## src/rtl/mem_bus_arb.sv

```systemverilog
// Two-port (instruction/data) arbiter in front of a single-cycle RAM window.
// Round-robin on contention, one-cycle response slot, stall counter and protocol-error flag.
module mem_bus_arb #(
  parameter logic [31:0] MEM_BASE = 32'h0000_0000,
  parameter int unsigned MEM_SIZE = 65536
) (
  input  logic        clk_sys,
  input  logic        rst_sys,
  input  logic        instr_req_i,
  input  logic [31:0] instr_addr_i,
  output logic        instr_gnt_o,
  output logic        instr_rvalid_o,
  output logic [31:0] instr_rdata_o,
  output logic        instr_err_o,
  input  logic        data_req_i,
  input  logic        data_we_i,
  input  logic [3:0]  data_be_i,
  input  logic [31:0] data_addr_i,
  input  logic [31:0] data_wdata_i,
  output logic        data_gnt_o,
  output logic        data_rvalid_o,
  output logic [31:0] data_rdata_o,
  output logic        data_err_o,
  output logic        mem_req_o,
  output logic        mem_we_o,
  output logic [3:0]  mem_be_o,
  output logic [31:0] mem_addr_o,
  output logic [31:0] mem_wdata_o,
  input  logic        mem_rvalid_i,
  input  logic [31:0] mem_rdata_i,
  output logic [31:0] stall_cnt_o,
  output logic        proto_err_o
);

  localparam logic        LP_INSTR = 1'b0;
  localparam logic [32:0] LP_SIZE  = 33'(MEM_SIZE);

  logic        r_last_grant;
  logic        r_pend;
  logic        r_owner;
  logic        r_err;
  logic        r_we;
  logic        r_proto_err;
  logic [31:0] r_stall;

  logic [31:0] w_instr_off;
  logic [31:0] w_data_off;
  logic        w_instr_inr;
  logic        w_data_inr;
  logic        w_instr_gnt;
  logic        w_data_gnt;
  logic        w_contention;
  logic [1:0]  w_stall_inc;
  logic [32:0] w_stall_sum;
  logic        w_rsp_vld;
  logic [31:0] w_rsp_data;

  // Offsets use 32-bit wrap so addresses below MEM_BASE land out of range.
  assign w_instr_off  = instr_addr_i - MEM_BASE;
  assign w_data_off   = data_addr_i - MEM_BASE;
  assign w_instr_inr  = {1'b0, w_instr_off} < LP_SIZE;
  assign w_data_inr   = {1'b0, w_data_off} < LP_SIZE;
  assign w_contention = instr_req_i & data_req_i & ~rst_sys;

  always_comb begin
    w_instr_gnt = 1'b0;
    w_data_gnt  = 1'b0;
    if (!rst_sys) begin
      if (instr_req_i && data_req_i) begin
        if (r_last_grant == LP_INSTR) w_data_gnt = 1'b1;
        else                          w_instr_gnt = 1'b1;
      end else begin
        w_instr_gnt = instr_req_i;
        w_data_gnt  = data_req_i;
      end
    end
  end

  always_comb begin
    mem_req_o   = 1'b0;
    mem_we_o    = 1'b0;
    mem_be_o    = 4'h0;
    mem_addr_o  = 32'h0;
    mem_wdata_o = 32'h0;
    if (w_data_gnt && w_data_inr) begin
      mem_req_o   = 1'b1;
      mem_we_o    = data_we_i;
      mem_be_o    = data_be_i;
      mem_addr_o  = w_data_off & 32'hFFFF_FFFC;
      mem_wdata_o = data_wdata_i;
    end else if (w_instr_gnt && w_instr_inr) begin
      mem_req_o   = 1'b1;
      mem_be_o    = 4'hF;
      mem_addr_o  = w_instr_off & 32'hFFFF_FFFC;
    end
  end

  assign w_stall_inc = {1'b0, instr_req_i & ~w_instr_gnt & ~rst_sys}
                     + {1'b0, data_req_i & ~w_data_gnt & ~rst_sys};
  assign w_stall_sum = {1'b0, r_stall} + {31'h0, w_stall_inc};

  always_ff @(posedge clk_sys) begin
    if (rst_sys) begin
      r_last_grant <= LP_INSTR;
      r_pend       <= 1'b0;
      r_owner      <= 1'b0;
      r_err        <= 1'b0;
      r_we         <= 1'b0;
      r_proto_err  <= 1'b0;
      r_stall      <= 32'h0;
    end else begin
      r_pend  <= w_instr_gnt | w_data_gnt;
      r_owner <= w_data_gnt;
      r_err   <= w_data_gnt ? ~w_data_inr : (w_instr_gnt & ~w_instr_inr);
      r_we    <= w_data_gnt & data_we_i;
      if (w_contention) r_last_grant <= w_data_gnt;
      if (mem_rvalid_i && (!r_pend || r_err)) r_proto_err <= 1'b1;
      r_stall <= w_stall_sum[32] ? 32'hFFFF_FFFF : w_stall_sum[31:0];
    end
  end

  // Write responses and error responses carry no data.
  assign w_rsp_vld  = r_pend & ~rst_sys;
  assign w_rsp_data = (r_err || r_we) ? 32'h0 : mem_rdata_i;

  assign instr_gnt_o    = w_instr_gnt;
  assign data_gnt_o     = w_data_gnt;
  assign instr_rvalid_o = w_rsp_vld & ~r_owner;
  assign data_rvalid_o  = w_rsp_vld & r_owner;
  assign instr_err_o    = instr_rvalid_o & r_err;
  assign data_err_o     = data_rvalid_o & r_err;
  assign instr_rdata_o  = instr_rvalid_o ? w_rsp_data : 32'h0;
  assign data_rdata_o   = data_rvalid_o ? w_rsp_data : 32'h0;
  assign stall_cnt_o    = r_stall;
  assign proto_err_o    = r_proto_err;

endmodule

```

## config.mk

```make
export PLATFORM = sky130hd
export DESIGN_NAME = mem_bus_arb
export DESIGN_NICKNAME = d
export VERILOG_FILES = /design/src/rtl/mem_bus_arb.sv
export SDC_FILE = /design/constraint.sdc
export NUM_CORES = 1
export LEC_CHECK = 0
export CORE_AREA = 2 2 119 121
export CTS_BUF_LIST = sky130_fd_sc_hd__clkbuf_4 sky130_fd_sc_hd__clkbuf_8
export DETAILED_ROUTE_END_ITERATION = 7
export DIE_AREA = 0 0 121 123
export HOLD_SLACK_MARGIN = 0.03
export PLACE_DENSITY = 0.67
export SYNTH_ARGS = -nofsm -noshare
export SYNTH_HDL_FRONTEND = slang
export SYNTH_SLANG_ARGS = --single-unit
```

## constraint.sdc

```tcl
create_clock -name clk_sys -period 3.3 [get_ports clk_sys]
set_input_delay 0.66 -clock clk_sys [delete_from_list [all_inputs] [get_ports clk_sys]]
set_output_delay 0.66 -clock clk_sys [all_outputs]
set_load 0.02 [all_outputs]
```

### Word-level counts from Yosys, hierarchy flattened

Cells that the tools add are included.

* bitwise operators: 20
* reduce and logical (&&, ||, !) cells: 7
* multipliers: 0
* equal/unequal tests: 0
* mux-type cells: 19
* magnitude comparators: 2
* div/mod/pow operators: 0
* shifts and indexed selects: 0
* $add $sub $neg: 2

Operator list (number)
* two-way mux 32 bit: 7
* < comparator 32 x 17 -> 1 bit (second input constant): 2
* adder 32 x 2 -> 33 bit: 1
* bitwise AND 1 bit: 13
* two-way mux 1 bit: 10
* two-way mux 4 bit: 2
* NOT 1 bit: 6
* logical AND 1 bit: 4
* adder 1 x 1 -> 2 bit: 1
* logical OR 1 bit: 2
* logical NOT 1 bit: 1
* OR 1 bit: 1

* memories: 0
* output and inout port bits: 173
* logic and storage cells: 57
* flip-flop bits (word level): 38
* input port bits: 138
* latch bits: 0
* memory bits (read-only): 0
* memory bits (writable): 0

### Longest topological paths before layout

* depth in word-level cells: 9
* mapped depth: 13

### Least setup slack after synthesis

Ideal clock, no wire load.

* path kind: input port to flip-flop
* start: input port rst_sys
* end: register r_stall[16], in the netlist stall_cnt_o[16]
* path slack: -46 ps
* arrival: 3283 ps
* path buffers: 4
* setup time: 63 ps
* cell stages on the path: 12
* cell sequence: clkbuf_1 > clkbuf_1 > or3_1 > fa_1 > inv_1 > ha_1 > and4_1 > and3_1 > clkbuf_1 > nand4_1 > clkbuf_1 > nand3_1

* longest elaborated chain between the ends: 7
* elaborated cells between the ends (all ways): 12
* those cells by class: add/sub (2); mux (3); bitwise (7)

Ends and longest elaborated chain
* start, declared: line 8 `input logic rst_sys,`
* two-way mux 1 bit: line 68 `if (!rst_sys) begin`
* NOT 1 bit, on equally long branches: line 98, 99
* bitwise AND 1 bit, on equally long branches (2 in series): line 98, 99
* adder 1 x 1 -> 2 bit: line 99 `+ {1'b0, data_req_i & ~w_data_gnt & ~rst_sys};`
* adder 32 x 2 -> 33 bit: line 100 `assign w_stall_sum = {1'b0, r_stall} + {31'h0, w_stall_inc};`
* two-way mux 32 bit: line 118 `r_stall <= w_stall_sum[32] ? 32'hFFFF_FFFF : w_stall_sum[31:0];`
* end signal, assigned: line 118
* end, declared: line 44 `logic [31:0] r_stall;`

Several ways; a longest one is shown, not always the timed one.
A chain may end at the register's enable or synchronous reset.

### Worst setup path in the final report

* start: input port data_addr_i[26]
* end: output port mem_wdata_o[22]

* longest elaborated chain between the ends: 3

Ends and longest elaborated chain
* start, declared: line 18 `input logic [31:0] data_addr_i,`
* < comparator 32 x 17 -> 1 bit: line 62 `assign w_data_inr = {1'b0, w_data_off} < LP_SIZE;`
* logical AND 1 bit: line 85 `if (w_data_gnt && w_data_inr) begin`
* two-way mux 32 bit: line 85
* end, declared: line 28 `output logic [31:0] mem_wdata_o,`

Every way passes these cells.

==> results.sh <==
export IMPL_worstReg2RegStart="r_last_grant"
export IMPL_clockBufferDepth=2
export IMPL_vias_per_cell=4.83
export IMPL_whs_path_depth=2
export IMPL_grt_usage=0.203
export IMPL_hold_viol=0
export IMPL_clockRootBuffer="clkbuf_8"
export IMPL_cts_hold_buf=0
export IMPL_fin_nets=845
export IMPL_grt_pass1_wl_um=23400
export IMPL_cp_required_ns=2.64
export IMPL_yosys_area_top_type_share=0.251
export IMPL_synth_compound_area_frac=0.150
export IMPL_status="finished, final reports clean"
export IMPL_synthMuxAreaShare=0.00371
export IMPL_setup_viol_count_final=0
export IMPL_critical_path_class="input pin to primary output"
export IMPL_drt_iter0_markers=247
export IMPL_hp_start="proto_err_o"
export IMPL_synthXorXnorAreaFrac=0.0202
export IMPL_coreArea_um2=13600
export IMPL_core_rowCount=43
export IMPL_cts_clk_slew_worst_paths_ns=0.07
export IMPL_h_tree_depth=2
export IMPL_cts_made_buffers=5
export IMPL_fmax_mhz=310
export IMPL_die_h_um=123
export IMPL_startpoint_type="input pin"
export IMPL_drt_pass1_iter_count=4
export IMPL_syn_area_um2=3040
export IMPL_synth_seq_cells=38
export IMPL_postRouteWirelength_um=15900
export IMPL_wire_per_inst_um=17.9
export IMPL_vias=4287
export IMPL_peakVddDrop_mv=0.140
export IMPL_ant_nets=0
export IMPL_synthSimpleGateAreaFrac=0.461
export IMPL_gp_congestion=0.949
export IMPL_dieArea_um2=14900
export IMPL_first_global_vias=4108
export IMPL_portBuffers=288
export IMPL_layout_drive_gt1_share=0.201
export IMPL_synth_adder_area_share=0.0107
export IMPL_pin_count=311
export IMPL_postSynthAreaPerCell_um2=7.65
export IMPL_ys_warn_count=0
export IMPL_post_route_period_util=0.978
export IMPL_synth_edf_count=0
export IMPL_reg2reg_depth=8
export IMPL_area_growth_pct=109
export IMPL_yosys_most_used_dff="dfxtp_1"
export IMPL_grt_max_degree=65
export IMPL_async_flop_share=0
export IMPL_setup_tns_ns=0
export IMPL_antenna_found_initial=3
export IMPL_maxSlewViolCount=0
export IMPL_ys_types=46
export IMPL_rsz0062_at_grt="false"
export IMPL_start_util=0.223
export IMPL_cp_data_arrival_time_ns=2.57
export IMPL_period_needed_ns=3.23
export IMPL_hold_class="flop to flop"
export IMPL_die_x_um=121
export IMPL_tritoncts="yes"
export IMPL_pwr_density_cell_nw_per_um2=180
export IMPL_synth_cells=397
export IMPL_cts_sinks=38
export IMPL_min_to="proto_err_o"
export IMPL_grt_ovfl_total=0
export IMPL_setup_ws_ns=0.0724
export IMPL_crit_path_end_kind="primary output"
export IMPL_drv_cap=0
export IMPL_place_hpwl_um=12700
export IMPL_synth_area_leaders="dfxtp_1, and3_1, and2_1"
export IMPL_layout_common_cells="clkdlybuf4s50_1, and3_1, buf_4"
export IMPL_mostFrequentLayoutCell="clkdlybuf4s50_1"
export IMPL_drcViolationCount=0
export IMPL_reg2reg_slack_ns=0.65
export IMPL_worst_clock_skew_ns=0.00789
export IMPL_cp_max_fo=32
export IMPL_post_place_ws_ns=-0.490
export IMPL_power_leakage_nw=3.01
export IMPL_ys_seq_area_frac=0.251
export IMPL_reg2reg_to="stall_cnt_o[19]"
export IMPL_synth_top_family_by_area="simple AND/OR/NAND/NOR gates"
export IMPL_clk_latency_ns=0.29
export IMPL_yosysTopAreaCell="dfxtp_1"
worst max-delay path by stage:
stage	slack [ns]	endpoint	from
6_report	0.07	mem_wdata_o[22]	data_addr_i[26]
5_1_grt	0.0009	mem_wdata_o[29]	data_addr_i[26]
4_1_cts	0.0005	mem_wdata_o[28]	data_addr_i[26]
3_5_place_dp	-0.49	mem_addr_o[6]	instr_addr_i[21]
3_3_place_gp	-0.46	mem_addr_o[6]	instr_addr_i[21]
2_1_floorplan	0.008	stall_cnt_o[14]	rst_sys
timing repair:
action / in CTS / in global routing
gates resized for setup: 205 / 35
endpoints found under the setup margin: 81 / 97
pin swaps: 3 / 5
buffers inserted: 15 / 1
per-layer routing:
metal  track usage  vias up  wire length, um
li1              -     2058                -
met1         0.244     1994             6170
met2         0.356      221             7750
met3        0.0655       12             1700
met4        0.0378        2              238
met5             0        -               13
power by group:
part / internal [mW] / switching, mW / leakage [nW] / total [mW]
logic: 0.203 / 0.145 / 2.66 / 0.348
clock network: 0.162 / 0.160 / 0.0452 / 0.322
registers: 0.465 / 0.00596 / 0.308 / 0.471
total: 0.831 / 0.311 / 3.01 / 1.14
per-stage QoR:
| stage | hold slack (ns) | instances | instance area, um^2 | power (mW) | util |
|---|---|---|---|---|---|
| after detailed placement | 0.480 | 863 | 6240 | 0.831 | 0.459 |
| after CTS | 0.497 | 885 | 6370 | 1.15 | 0.468 |
| final | 0.493 | 888 | 6350 | 1.14 | 0.466 |
| after global routing | 0.527 | 887 | 6350 | 1.19 | 0.466 |
| after global placement | 0.463 | 863 | 6240 | 0.827 | 0.459 |
| after floorplan | 0.502 | 414 | 3110 | 0.605 | - |
cell families after synthesis:
group / after synthesis
simple gates: 226
buf+inv: 63
compound gates: 59
flops: 38
xor+xnor: 7
fa+ha+maj: 2
other cells: 1
mux: 1
synth_stat cells, types with 2 or more instances:
cell / instances
o311ai_0: 11
dfxtp_1: 38
or4_1: 11
a21oi_1: 11
nand3_1: 22
or2_2: 7
o211ai_1: 9
buf_4: 18
nor3_1: 5
nand4_1: 13
nor4_1: 9
inv_1: 12
and2_1: 37
xor2_1: 2
a31oi_1: 2
a21oi_2: 3
clkbuf_1: 31
nor2_1: 11
nor2b_1: 2
or3_1: 2
nand2_1: 15
or4b_2: 3
a22o_1: 14
nor3b_1: 2
a311o_1: 2
a21o_1: 5
xnor2_1: 5
and3_1: 71
and4_1: 7
area by class of cell:
class / count / area (um^2)
timing repair buffer: 335 / 3120
antenna: 3 / 7.51
clock buffer: 7 / 83.8
sequential: 38 / 761
tap: 180 / 225
multi-input combinational: 313 / 2110
inverter: 12 / 45.0
fill: 1354 / 7260
sequential cells by signal, indices dropped and copies added (netlist names):
signal / flops
r_pend: 1
r_we: 1
r_last_grant: 1
proto_err_o: 1
r_owner: 1
r_err: 1
stall_cnt_o: 32
critical path: stages:
cell             delay, ns
clkdlybuf4s50_1       0.40
or4_1                 0.53
nor2_1                0.14
and4_4                0.27
buf_12                0.16
and2_1                0.13
clkdlybuf4s15_2       0.27
Power figures use the tool's default switching activity.
